===== config.mk =====
export PLATFORM = sky130hd
export DESIGN_NAME = piso_frame_tx
export DESIGN_NICKNAME = d
export VERILOG_FILES = /design/src/rtl/piso_pkg.sv /design/src/rtl/bit_tick_gen.sv /design/src/rtl/piso_frame_tx.sv
export SDC_FILE = /design/constraint.sdc
export NUM_CORES = 1
export LEC_CHECK = 0
export CORE_UTILIZATION = 54
export CTS_BUF_LIST = sky130_fd_sc_hd__clkbuf_8
export DETAILED_ROUTE_END_ITERATION = 16
export GPL_TIMING_DRIVEN = 1
export PLACE_DENSITY = 0.79
export SYNTH_ARGS = -nofsm -noshare
export SYNTH_HDL_FRONTEND = slang
export SYNTH_SLANG_ARGS = --single-unit

===== constraint.sdc =====
create_clock -name clk -period 2 [get_ports clk]
set_clock_uncertainty 0.15 [all_clocks]
set_input_delay 0.2 -clock clk [delete_from_list [all_inputs] [get_ports clk]]
set_output_delay 0.2 -clock clk [all_outputs]
set_load 0.1 [all_outputs]

===== src/rtl/piso_pkg.sv =====
// Shared types and line constants for the serial-link transmitter and receiver.
// Latency: n/a (declarations only).
// Backpressure: n/a.
package piso_pkg;

  // Frame sequencing states of the transmitter.
  typedef enum logic [1:0] {
    IDLE  = 2'd0,
    START = 2'd1,
    DATA  = 2'd2,
    STOP  = 2'd3
  } state_t;

  // Level the line rests at between frames (also the stop-bit level).
  localparam logic LINE_IDLE = 1'b1;
  // Level of the start bit that marks the beginning of a frame.
  localparam logic START_BIT = 1'b0;

endpackage


===== src/rtl/bit_tick_gen.sv =====
// Bit-period divider: one-cycle tick every DIV clocks, restartable by clear.
// Latency: first tick DIV cycles after the clear edge; tick is decoded from the counter flop.
// Backpressure: none; free-running between clears.
//
// Ports:
//   clk   rising-edge clock
//   rst_n asynchronous active-low reset
//   clear restart the bit period on this edge
//   tick  high for one cycle at the end of each bit period
module bit_tick_gen #(
  parameter int DIV = 4
) (
  input  logic clk,
  input  logic rst_n,
  input  logic clear,
  output logic tick
);

  localparam int CW = (DIV > 1) ? $clog2(DIV) : 1;
  localparam logic [CW-1:0] LAST = CW'(DIV - 1);

  logic [CW-1:0] cnt;

  always_ff @(posedge clk or negedge rst_n) begin
    if (!rst_n) begin
      cnt <= '0;
    end else if (clear || (cnt == LAST)) begin
      cnt <= '0;
    end else begin
      cnt <= cnt + CW'(1);
    end
  end

  // With DIV=1 the counter sits at 0 == LAST, so every cycle is a tick.
  assign tick = (cnt == LAST);

endmodule


===== src/rtl/piso_frame_tx.sv =====
// Framed PISO transmitter: start bit, WIDTH data bits, stop bit, each held DIV cycles.
// Latency: start bit on the line the edge after accept; done at accept+(WIDTH+2)*DIV.
// Backpressure: din_ready high only in IDLE; din_valid while busy is ignored, not queued.
//
// Ports:
//   clk, rst_n        clock and asynchronous active-low reset
//   din, din_valid    parallel word and its valid (sampled only on the accept edge)
//   din_ready         transmitter idle and able to accept
//   sout              registered serial line, idles high
//   busy              frame in flight
//   done              one-cycle pulse when the stop bit completes
module piso_frame_tx
  import piso_pkg::*;
#(
  parameter int WIDTH     = 8,
  parameter int DIV       = 4,
  parameter bit MSB_FIRST = 1'b1
) (
  input  logic             clk,
  input  logic             rst_n,
  input  logic [WIDTH-1:0] din,
  input  logic             din_valid,
  output logic             din_ready,
  output logic             sout,
  output logic             busy,
  output logic             done
);

  localparam int BW = (WIDTH > 1) ? $clog2(WIDTH) : 1;
  localparam logic [BW-1:0] LAST_BIT = BW'(WIDTH - 1);

  state_t           state, state_n;
  logic [WIDTH-1:0] sr, sr_n;
  logic [BW-1:0]    bcnt, bcnt_n;
  logic             sout_n, busy_n, done_n, ready_n;
  logic             accept, tick;

  // Bit presented on the line is always taken from the same end of the shift register.
  function automatic logic head(input logic [WIDTH-1:0] v);
    return MSB_FIRST ? v[WIDTH-1] : v[0];
  endfunction

  function automatic logic [WIDTH-1:0] advance(input logic [WIDTH-1:0] v);
    return MSB_FIRST ? (v << 1) : (v >> 1);
  endfunction

  assign accept = din_valid && din_ready;

  bit_tick_gen #(.DIV(DIV)) u_tick (
    .clk   (clk),
    .rst_n (rst_n),
    .clear (accept),
    .tick  (tick)
  );

  always_comb begin
    state_n = state;
    sr_n    = sr;
    bcnt_n  = bcnt;
    sout_n  = sout;
    done_n  = 1'b0;
    case (state)
      IDLE: begin
        sout_n = LINE_IDLE;
        if (accept) begin
          state_n = START;
          sr_n    = din;
          bcnt_n  = '0;
          sout_n  = START_BIT;
        end
      end
      START: begin
        if (tick) begin
          state_n = DATA;
          bcnt_n  = '0;
          sout_n  = head(sr);
        end
      end
      DATA: begin
        if (tick) begin
          if (bcnt == LAST_BIT) begin
            state_n = STOP;
            sout_n  = LINE_IDLE;
          end else begin
            sr_n   = advance(sr);
            bcnt_n = bcnt + BW'(1);
            sout_n = head(advance(sr));
          end
        end
      end
      STOP: begin
        sout_n = LINE_IDLE;
        if (tick) begin
          state_n = IDLE;
          done_n  = 1'b1;
        end
      end
      default: begin
        state_n = IDLE;
        sout_n  = LINE_IDLE;
      end
    endcase
    // Status flags follow the next state so they stay registered yet aligned with it.
    busy_n  = (state_n != IDLE);
    ready_n = (state_n == IDLE);
  end

  always_ff @(posedge clk or negedge rst_n) begin
    if (!rst_n) begin
      state     <= IDLE;
      sr        <= '0;
      bcnt      <= '0;
      sout      <= LINE_IDLE;
      busy      <= 1'b0;
      done      <= 1'b0;
      din_ready <= 1'b1;
    end else begin
      state     <= state_n;
      sr        <= sr_n;
      bcnt      <= bcnt_n;
      sout      <= sout_n;
      busy      <= busy_n;
      done      <= done_n;
      din_ready <= ready_n;
    end
  end

endmodule


==> summary.md <==
Synth
- 29 — Unique masters post-synth
- 10.7 µm² — synthesized area per cell
- 945 µm² — cell area after technology mapping
- 19 — Seq cells post-synth
- 50.6% — part of the Yosys area used for sequential elements
- sky130_fd_sc_hd__dfrtp_1 — top cell type by total area after synthesis
- 45.0% — top-area cell type share of the netlist area
- 88 — Syn Inst Count
- 0 — warnings from Yosys
- sky130_fd_sc_hd__dfrtp_1, sky130_fd_sc_hd__mux2i_1, sky130_fd_sc_hd__dfstp_2 — cells taking the most area after synthesis
- 102 — post-synthesis net count

Setup path
- 0.17 ns — flop-to-flop setup slack
- sky130_fd_sc_hd__dfrtp_1 — Crit-path slowest cell
- register — type of origin of the critical path
- sky130_fd_sc_hd__ha_1 — most frequent cell on the critical path
- 1.99 ns — required time of the worst setup path
- 0.41 ns — slowest stage delay, CP
- register — crit path capture type
- register to register — kind of critical path
- 5 — crit path max fanout
- ha_1, ha_1, nand3b_4, a21oi_4, mux2i_1, o22ai_2 — CP cell instances
- 1.81 ns — critical path data arrival time

Power
- 0.772 mW — net switching power
- 0.00126 V — VDD IR-drop max
- 1.05 mW — design internal power
- 1.83 mW — sum of internal, switching and leakage power
- 0.517 nW — leakage
- 15.1% — power share of the clock group
- 1580 nW/µm² — pwr dens
- 44.9% — logic gate share of total power
- 40.0% — portion of total power attributed to sequential cells
- 42.3% — net switching share of the total power

Clocking
- yes — CTS tree
- 0 — postcts setup bufs
- 1 — maximum level of the CTS H-tree
- 0 — Resized Gates After CTS
- 3 — clock buffer count from CTS
- 2 — Max Buffers Root-to-Sink
- 0.07 ns — Clk pin slew, worst setup/hold paths
- 0.26 ns — later-pin clock latency in the skew report
- 0 — number of hold buffers added after cts
- 19 — clock net sink count
- sky130_fd_sc_hd__clkbuf_8 — Clk Tree Root Cell

Global routing
- 2.79 mm — wire length of the first global-routing pass
- 0 — grt ovf
- 20.0% — combined global-route utilization of all metal layers
- 671 — number of global-route vias before repair
- 20 — largest net degree at the start of global routing
- 0 — initial antenna violation count

Cells and area
- 22.6% — Area Overhead vs Synth
- 120 — non-filler instance count after layout
- 18.3% — ratio of cells with drive above 1 in the final layout
- 73.5% — final core area utilization
- sky130_fd_sc_hd__dfrtp_1 — commonest non-fill, non-tap cell in the layout
- 0 — diodes inserted
- sky130_fd_sc_hd__dfrtp_1, sky130_fd_sc_hd__clkdlybuf4s50_1, sky130_fd_sc_hd__nor2_1, sky130_fd_sc_hd__mux2i_1, sky130_fd_sc_hd__a21oi_1 — commonest non-fill, non-tap cells in the layout
- 119 — Net count, final

STA
- 0 ns — summed negative setup slack over all endpoints
- 0.119 ns — worst hold slack
- false — setup repair after global routing missed its margin
- 1.83 ns — min Tclk post-route
- 548 MHz — Max Freq
- 91.3% — final cycle utilization of the critical path
- 0.442 ns — Worst Tran Pin Value
- 0 — number of slew-limit violations in the final report
- 0 — Final Hold Viols
- 70.5% — Slew HR
- 0 — count of endpoints failing setup in the final report

Routing
- 5 — Pre-Repair DR Iteration Count
- 0 — antenna-violating nets left
- 0 — count of unresolved DRC violations after routing
- 672 — via count
- 1.59 mm — final routed wirelength across all metal layers
- 14 — Iter 0 DRT Violations
- 5.60 — detailed-route vias per instance
- 13.3 µm — per-cell routed wire length

Floorplan
- 59.9% — Initial Util
- 14 — row cnt
- 43.8 µm — die boundary height
- 1920 µm² — overall die area
- 15 — Ports
- 43.8 µm — Die X
- 1580 µm² — core area

Placement
- 14 — number of buffers added on ports
- 0.755 — global placement routability congestion
- 116 — cell total after placement
- 1.14 mm — DPL Wire Length

Run
- 0 — max-capacitance violation count

Status
- completed — run status

Min path
- primary input to async pin — path class of the lowest-slack min-delay path

layout make-up:
type | instances | area (µm²)
Clock buffer | 3 | 41.3
Clock inverter | 1 | 7.51
Fill cell | 116 | 418
Inverter | 6 | 22.5
Multi-Input combinational cell | 57 | 400
Sequential cell | 19 | 482
Tap cell | 16 | 20.0
Timing Repair Buffer | 18 | 185
stage by stage:
stage / worst slack [ns] / area [µm²]
after global placement: 0.234 / 1110
final: 0.174 / 1160
after CTS: 0.171 / 1160
after floorplan: 0.130 / 948
after global routing: 0.0195 / 1160
after detailed placement: 0.187 / 1110
power groups by stage:
stage / Combinational [mW] / Sequential [mW] / Clock (mW)
3_5_place_dp: 0.820 / 0.739 / 0
4_1_cts: 0.829 / 0.730 / 0.281
6_report: 0.820 / 0.729 / 0.276
2_1_floorplan: 0.546 / 0.823 / 0
3_3_place_gp: 0.799 / 0.728 / 0
5_1_grt: 0.902 / 0.756 / 0.291
metal layers:
metal	vias up	GRT usage, %	part of all wire (%)
li1	335	-	-
met1	319	25.3	47
met2	15	32.8	49
met3	3	3.75	3.1
met4	0	9.38	1.7
met5	-	0	0
synthesized netlist by cell type:
library cell	number
sky130_fd_sc_hd__nand2_1	5
sky130_fd_sc_hd__nand3_1	2
sky130_fd_sc_hd__o21a_1	1
sky130_fd_sc_hd__clkbuf_1	1
sky130_fd_sc_hd__nor2b_1	1
sky130_fd_sc_hd__nand3b_4	1
sky130_fd_sc_hd__nor2_1	9
sky130_fd_sc_hd__inv_1	6
sky130_fd_sc_hd__ha_1	3
sky130_fd_sc_hd__dfstp_2	2
sky130_fd_sc_hd__nor3_1	2
sky130_fd_sc_hd__xnor2_1	1
sky130_fd_sc_hd__nand3b_1	1
sky130_fd_sc_hd__a21o_1	1
sky130_fd_sc_hd__and3_1	2
sky130_fd_sc_hd__buf_4	1
sky130_fd_sc_hd__mux2i_1	8
sky130_fd_sc_hd__a31o_2	2
sky130_fd_sc_hd__o21ai_1	1
sky130_fd_sc_hd__buf_6	2
sky130_fd_sc_hd__a21oi_1	8
sky130_fd_sc_hd__or3_1	1
sky130_fd_sc_hd__a21oi_4	1
sky130_fd_sc_hd__a211oi_1	2
sky130_fd_sc_hd__buf_2	2
sky130_fd_sc_hd__o22ai_2	1
sky130_fd_sc_hd__dfrtp_1	17
sky130_fd_sc_hd__a311oi_1	2
sky130_fd_sc_hd__o21ai_0	2
logic make-up after synthesis:
group | after synthesis | share of synthesized area [%]
adders and majority gates | 3 | 3.97
and+or+nand+nor | 24 | 13.2
DFF | 19 | 50.6
AOI/OAI and AO/OA | 21 | 15.8
muxes | 8 | 8.48
buffers and inverters | 12 | 7.02
xor gates and xnor gates | 1 | 0.927
registers in the layout (all words and copies together), names as in the netlist:
signal      flops
bcnt            3
busy            1
din_ready       1
done            1
sout            1
sr              8
state           2
u_tick.cnt      2
worst max-delay path: cells and delay by family, from the launching register on:
kind / cells / cell delay, ns
adder cells (fa/ha/maj): 2 / 0.42
flip-flops: 1 / 0.41
AO/OA/AOI/OAI: 2 / 0.30
multiplexers: 1 / 0.24
AND/OR/NAND/NOR: 1 / 0.17
final timing paths:
check	from	endpoint	cells after the start
worst max-delay path	bcnt[0]$_DFFE_PN0P_	bcnt[0]$_DFFE_PN0P_	6
worst min-delay path	rst_n	state[1]$_DFF_PN0_	2
worst max register to register	bcnt[0]$_DFFE_PN0P_	bcnt[0]$_DFFE_PN0P_	6
worst min register to register	u_tick.cnt[0]$_DFF_PN0_	u_tick.cnt[0]$_DFF_PN0_	1
max in group asynchronous	rst_n	din_ready$_DFF_PN1_	2
min in group clk	u_tick.cnt[0]$_DFF_PN0_	u_tick.cnt[0]$_DFF_PN0_	1
Power figures use the tool's default switching activity.
